### config.mk
export PLATFORM = sky130hd
export DESIGN_NAME = jtbubl_rom_slot
export DESIGN_NICKNAME = d
export VERILOG_FILES = /design/src/rtl/jtbubl_rom_slot.sv
export SDC_FILE = /design/constraint.sdc
export NUM_CORES = 1
export LEC_CHECK = 0
export BUFFER_PORTS_ARGS = -buffer_cell sky130_fd_sc_hd__buf_2
export CAP_MARGIN = 5
export CELL_PAD_IN_SITES_DETAIL_PLACEMENT = 0
export CELL_PAD_IN_SITES_GLOBAL_PLACEMENT = 1
export CORE_MARGIN = 4
export CORE_UTILIZATION = 35
export DETAILED_ROUTE_END_ITERATION = 10
export GPL_ROUTABILITY_DRIVEN = 0
export GPL_TIMING_DRIVEN = 0
export MAX_ROUTING_LAYER = met4
export PLACE_DENSITY = 0.75
export RECOVER_POWER = 100
export SETUP_SLACK_MARGIN = 0.1
export SLEW_MARGIN = 10
export SYNTH_ARGS = -nofsm -noshare
export SYNTH_HDL_FRONTEND = slang
export SYNTH_SLANG_ARGS = --single-unit
### constraint.sdc
create_clock -name clk -period 1.97 [get_ports clk]
set_clock_uncertainty 0.2 [all_clocks]
set_input_delay 0.2955 -clock clk [delete_from_list [all_inputs] [get_ports clk]]
set_output_delay 0.2955 -clock clk [all_outputs]
set_load 0.02 [all_outputs]
### src/rtl/jtbubl_rom_slot.sv
// Graphics ROM responder: serves 32-bit words built from two 16-bit SDRAM reads,
// with a one-entry cache so a repeated word address answers without SDRAM traffic.
module jtbubl_rom_slot #(
  parameter int                  AW       = 18,
  parameter int                  SDRAM_AW = 22,
  parameter logic [SDRAM_AW-1:0] OFFSET   = '0
)(
  input  logic                clk,
  input  logic                rst,
  input  logic                rom_cs,
  input  logic [AW-1:0]       rom_addr,
  output logic [31:0]         rom_data,
  output logic                rom_ok,
  output logic                sdram_req,
  output logic [SDRAM_AW-1:0] sdram_addr,
  input  logic                sdram_ack,
  input  logic                data_rdy,
  input  logic [15:0]         data_read
);

  typedef enum logic [2:0] {IDLE, REQ0, WAIT0, REQ1, WAIT1} state_t;

  state_t              r_state, w_next;
  logic [AW-2:0]       r_tag, r_tag_next;
  logic [AW-2:0]       w_tag_in;
  logic                r_valid, r_req;
  logic [SDRAM_AW-1:0] r_addr;
  logic [31:0]         r_data;
  logic                w_hit;

  // Bit 0 of the client address only picks a half, so it takes no part in the tag
  assign w_tag_in   = rom_addr[AW-1:1];
  assign w_hit      = r_valid && (r_tag == w_tag_in);
  assign rom_ok     = rom_cs && w_hit && (r_state == IDLE);
  assign rom_data   = r_data;
  assign sdram_req  = r_req;
  assign sdram_addr = r_addr;

  always_comb begin
    w_next = r_state;
    case (r_state)
      IDLE:    if (rom_cs && !w_hit) w_next = REQ0;
      REQ0:    if (sdram_ack)        w_next = WAIT0;
      WAIT0:   if (data_rdy)         w_next = REQ1;
      REQ1:    if (sdram_ack)        w_next = WAIT1;
      WAIT1:   if (data_rdy)         w_next = IDLE;
      default:                       w_next = IDLE;
    endcase
  end

  always_ff @(posedge clk) begin
    if (rst) r_state <= IDLE;
    else     r_state <= w_next;
  end

  // The cache is invalidated at fetch start, so a fetch that completes after the
  // client moved on can never raise rom_ok for the wrong address.
  always_ff @(posedge clk) begin
    if (rst) begin
      r_tag      <= '0;
      r_tag_next <= '0;
      r_valid    <= 1'b0;
      r_req      <= 1'b0;
      r_addr     <= '0;
      r_data     <= '0;
    end else begin
      case (r_state)
        IDLE: if (rom_cs && !w_hit) begin
          r_tag_next <= w_tag_in;
          r_addr     <= OFFSET + SDRAM_AW'({w_tag_in, 1'b0});
          r_req      <= 1'b1;
          r_valid    <= 1'b0;
        end
        REQ0, REQ1: if (sdram_ack) r_req <= 1'b0;
        WAIT0: if (data_rdy) begin
          r_data[15:0] <= data_read;
          r_addr       <= r_addr + 1'b1;
          r_req        <= 1'b1;
        end
        WAIT1: if (data_rdy) begin
          r_data[31:16] <= data_read;
          r_tag         <= r_tag_next;
          r_valid       <= 1'b1;
        end
        default: ;
      endcase
    end
  end

endmodule

==> flow_summary_export.csv <==
group,metric,value,unit
run_status,run_status,"finished, violations left",
run_status,violations,"negative setup slack",
sta,max_slew_headroom,39.5,%
critical_path,r2r_end,"sdram_addr[16]",
clock_tree,cts_inserted_buffers,9,
critical_path,worstRegToRegCells,6,
die,num_io_pins,95,
cells_and_area,design_area,0.00656,sq mm
pwr,ir_drop,419,uV
min_path,holdPathEnd,"rom_data[2]",
synth,async_reset_ff_share,0,%
cells_and_area,layout.cells.most_common_list,"sky130_fd_sc_hd__nand2_1, sky130_fd_sc_hd__dfxtp_1, sky130_fd_sc_hd__clkbuf_1",
cells_and_area,layout_commonest_cell,"sky130_fd_sc_hd__nand2_1",
drt,via_per_inst,5.46,
synth,synthFlopType,"sky130_fd_sc_hd__dfxtp_1",
sta,worstMarginPinSlew,908,ps
sta,timing.fmax,421,MHz
synth,synth_seq_cells,93,
clock_tree,clock_sinks,93,
die,dieArea,0.0138,sq mm
critical_path,path_max_fanout,2,
placement,place.detailed.hpwl,9.93,mm
critical_path,crit_path_cell_trace,"xnor2_2, nand4_1, nor3_2, nand4_1, nor4b_4, buf_4",
clock_tree,htree_levels,3,
drt,wl_met3,1.17,mm
drt,average_routed_wire_per_standard_cell,18.3,um
cells_and_area,finish.utilization,56.7,%
drt,met1_length,6.44,mm
min_path,hold_path_class,"input port to register",
cells_and_area,design.final.nets,717,
cells_and_area,final_layout_size_suffix_gt1_share,38.1,%
die,core_ar,0.0116,sq mm
synth,syn-num-nets,567,
pwr,p_comb_share,22.1,%
drt,top_signal_layer_used,"met4",
global_route,grt_max_degree,17,
clock_tree,clk_path_buf_depth,2,
die,effective_utilization_at_floorplan,36.3,%
die,dieHeight,118,um
synth,seq_area_frac_synth,44.3,%
job,max_cap_viol_count,0,
clock_tree,cts.root.buffer_cell,"sky130_fd_sc_hd__clkbuf_16",
global_route,grt_antenna_before_repair,0,
drt,num_vias,4507,
pwr,p_int,0.00361,W
global_route,vias_in_the_first_global_route,4342,
critical_path,setup.worst_path.end_class,"output pin",
drt,finalWirelength,15.1,mm
synth,syn_inst,527,
pwr,total_switching_power,0.00146,W
critical_path,path_class,"register to output pin",
pwr,power_density,773,mW/mm^2
placement,placement.cell_area,0.00499,sq mm
drt,detailedRoute.firstIterationViolations,301,
sta,fin_ws,-405,ps
critical_path,required,1470,ps
critical_path,critical_path.most_common_cell,"sky130_fd_sc_hd__nand4_1",
critical_path,worst-endpoint-arrival,1880,ps
drt,ant_nets,0,
critical_path,timing.critical_path.from_type,"register",
clock_tree,worst_setup_hold_path_clk_slew,70,ps
critical_path,slowest_cell_on_crit_path,"sky130_fd_sc_hd__dfxtp_2",
placement,buffers_added_on_ports,93,
die,core.rowCount,39,
pwr,switching_share,28.9,%
synth,synth.lib_cells_used.distinct,56,
cells_and_area,final-instance-count-excl-fill,825,
synth,syn_area_per_cell,7.97,sq um
synth,synth_warnings,0,
pwr,seq_power_share,40.2,%
sta,fin_worst_hold_slack,25.5,ps
cells_and_area,antennaDiodeCount,0,
placement,place_inst,763,
die,die_width,118,um
pwr,p_leak,2.44,nW
critical_path,crit_path_max_incr_delay,340,ps
clock_tree,worst_skew_pair.late_latency,340,ps
synth,mappedNetlistArea,0.00420,sq mm
sta,final_critical_path_time_including_i_o_delays_and_setup,2380,ps
sta,timing_hold_violations_final,0,
cells_and_area,filler_cell_count,1096,
critical_path,rrSetupSlack,-280,ps
sta,timing.final.max_slew_violations,0,
drt,dr_wl_met2,7.14,mm
sta,min_period_over_period,121,%
global_route,grt_first_pass_wirelength,23.4,mm
critical_path,timing.rr.start,"r_state[1]",
global_route,global_route.usage.total,21.6,%
pwr,clock_share_of_power,37.6,%
sta,rsz0062_at_grt,"yes",
synth,synth-edff-count,0,
cells_and_area,area_delta_synth_final,56.1,%
min_path,hold_path_depth,3,
global_route,globalRouteOverflowTotal,0,
drt,remaining_drc_errors,0,
min_path,hold_path_startpoint,"data_read[2]",
placement,worst_case_setup_slack_after_placement,-375,ps
clock_tree,cts_tree,"built",
drt,detailedRoute.firstPassIterationCount,5,
sta,setup_viol,59,
-- power by group through the flow --
stage	registers [W]	logic [W]	clock network, W
after floorplan	0.00213	0.000385	0
after global placement	0.00207	0.000680	0
after detailed placement	0.00208	0.000686	0
after CTS	0.00204	0.00102	0.00195
after global routing	0.00205	0.00119	0.00202
final	0.00204	0.00112	0.00191
-- stage by stage --
step | setup TNS, ps | power [W]
4_1_cts | -4480 | 0.00500
3_5_place_dp | -17360 | 0.00276
5_1_grt | -15900 | 0.00525
6_report | -9850 | 0.00507
3_3_place_gp | -15210 | 0.00275
2_1_floorplan | 0 | 0.00251
-- cell families after synthesis --
family	count (synthesis)	synth area share [%]
buf+inv	45	5.51
flops	93	44.3
simple gates	232	25.1
fa+ha+maj	1	0.298
compound gates	136	20.6
xor+xnor	20	4.17
-- state kept, by name (all words and copies together), names as in the netlist --
name / count
r_state: 3
r_tag: 17
r_tag_next: 17
r_valid: 1
rom_data: 32
sdram_addr: 22
sdram_req: 1
-- per-layer routing --
metal / vias up / global-route usage (%)
met1: 2147 / 28.1
li1: 2140 / -
met2: 191 / 33.9
met3: 29 / 4.42
met4: 0 / 6.81
met5: - / -
-- critical path: cells and delay by family, from the launching register on --
family                    cells  cell delay (ps)
and+or+nand+nor               4              850
DFF                           1              340
xor gates and xnor gates      1              170
buffers and inverters         1              180
-- worst max path at each step --
stage / from / endpoint / slack, ps / cells past startpoint
finish: r_tag[15] / rom_ok / -410 / 6
floorplan: rom_addr[10] / r_tag_next[10] / 100 / 8
detailed placement: rom_addr[7] / rom_ok / -380 / 7
global placement: rom_addr[7] / rom_ok / -360 / 7
CTS: r_tag[3] / rom_ok / -360 / 6
global route: r_tag[15] / rom_ok / -480 / 6
-- synthesized netlist by cell type, types with 2 or more instances --
master | instances | area (sq um)
sky130_fd_sc_hd__o32ai_1 | 5 | 43.8
sky130_fd_sc_hd__o21ai_0 | 9 | 45.0
sky130_fd_sc_hd__o21ai_2 | 2 | 17.5
sky130_fd_sc_hd__o22ai_1 | 4 | 25.0
sky130_fd_sc_hd__a22oi_1 | 5 | 37.5
sky130_fd_sc_hd__o221a_2 | 3 | 33.8
sky130_fd_sc_hd__a221oi_2 | 4 | 60.1
sky130_fd_sc_hd__xnor2_1 | 14 | 123
sky130_fd_sc_hd__nand3b_1 | 2 | 15.0
sky130_fd_sc_hd__inv_1 | 8 | 30.0
sky130_fd_sc_hd__or3_1 | 2 | 12.5
sky130_fd_sc_hd__nor4b_1 | 2 | 17.5
sky130_fd_sc_hd__buf_6 | 7 | 78.8
sky130_fd_sc_hd__a21oi_1 | 80 | 400
sky130_fd_sc_hd__nand3_1 | 10 | 50.1
sky130_fd_sc_hd__a32o_1 | 6 | 60.1
sky130_fd_sc_hd__buf_2 | 5 | 25.0
sky130_fd_sc_hd__and3_1 | 5 | 31.3
sky130_fd_sc_hd__nor2_1 | 19 | 71.3
sky130_fd_sc_hd__a22o_1 | 2 | 17.5
sky130_fd_sc_hd__nor3_2 | 4 | 40.0
sky130_fd_sc_hd__xor2_1 | 6 | 52.6
sky130_fd_sc_hd__nand2_2 | 2 | 12.5
sky130_fd_sc_hd__and2_1 | 2 | 12.5
sky130_fd_sc_hd__nand2_1 | 155 | 582
sky130_fd_sc_hd__nand3_2 | 2 | 20.0
sky130_fd_sc_hd__dfxtp_1 | 93 | 1860
sky130_fd_sc_hd__a221oi_1 | 2 | 17.5
sky130_fd_sc_hd__o21ai_1 | 3 | 15.0
sky130_fd_sc_hd__nand4_1 | 8 | 50.1
sky130_fd_sc_hd__nor3_1 | 7 | 35.0
sky130_fd_sc_hd__clkbuf_1 | 24 | 90.1
sky130_fd_sc_hd__o211ai_1 | 2 | 15.0
-- layout make-up --
class	count	area, sq um	share of cell area (%)
Multi-Input combinational cell	389	2830	43.1
Sequential cell	93	1900	28.9
Timing Repair Buffer	139	981	15.0
Buffer	37	322	4.90
Clock buffer	10	229	3.49
Tap cell	143	179	2.73
Clock inverter	6	95.1	1.45
Inverter	8	30.0	0.458
-- what timing repair did --
action,CTS,global route
endpoints found under the setup margin,88,85
hold buffers,15,0
cloned,7,1
pin swaps,42,28
endpoints found under the hold margin,26,0
resized for setup,120,82
buffers inserted,10,13
No activity file was read; power rests on OpenSTA's default activity.
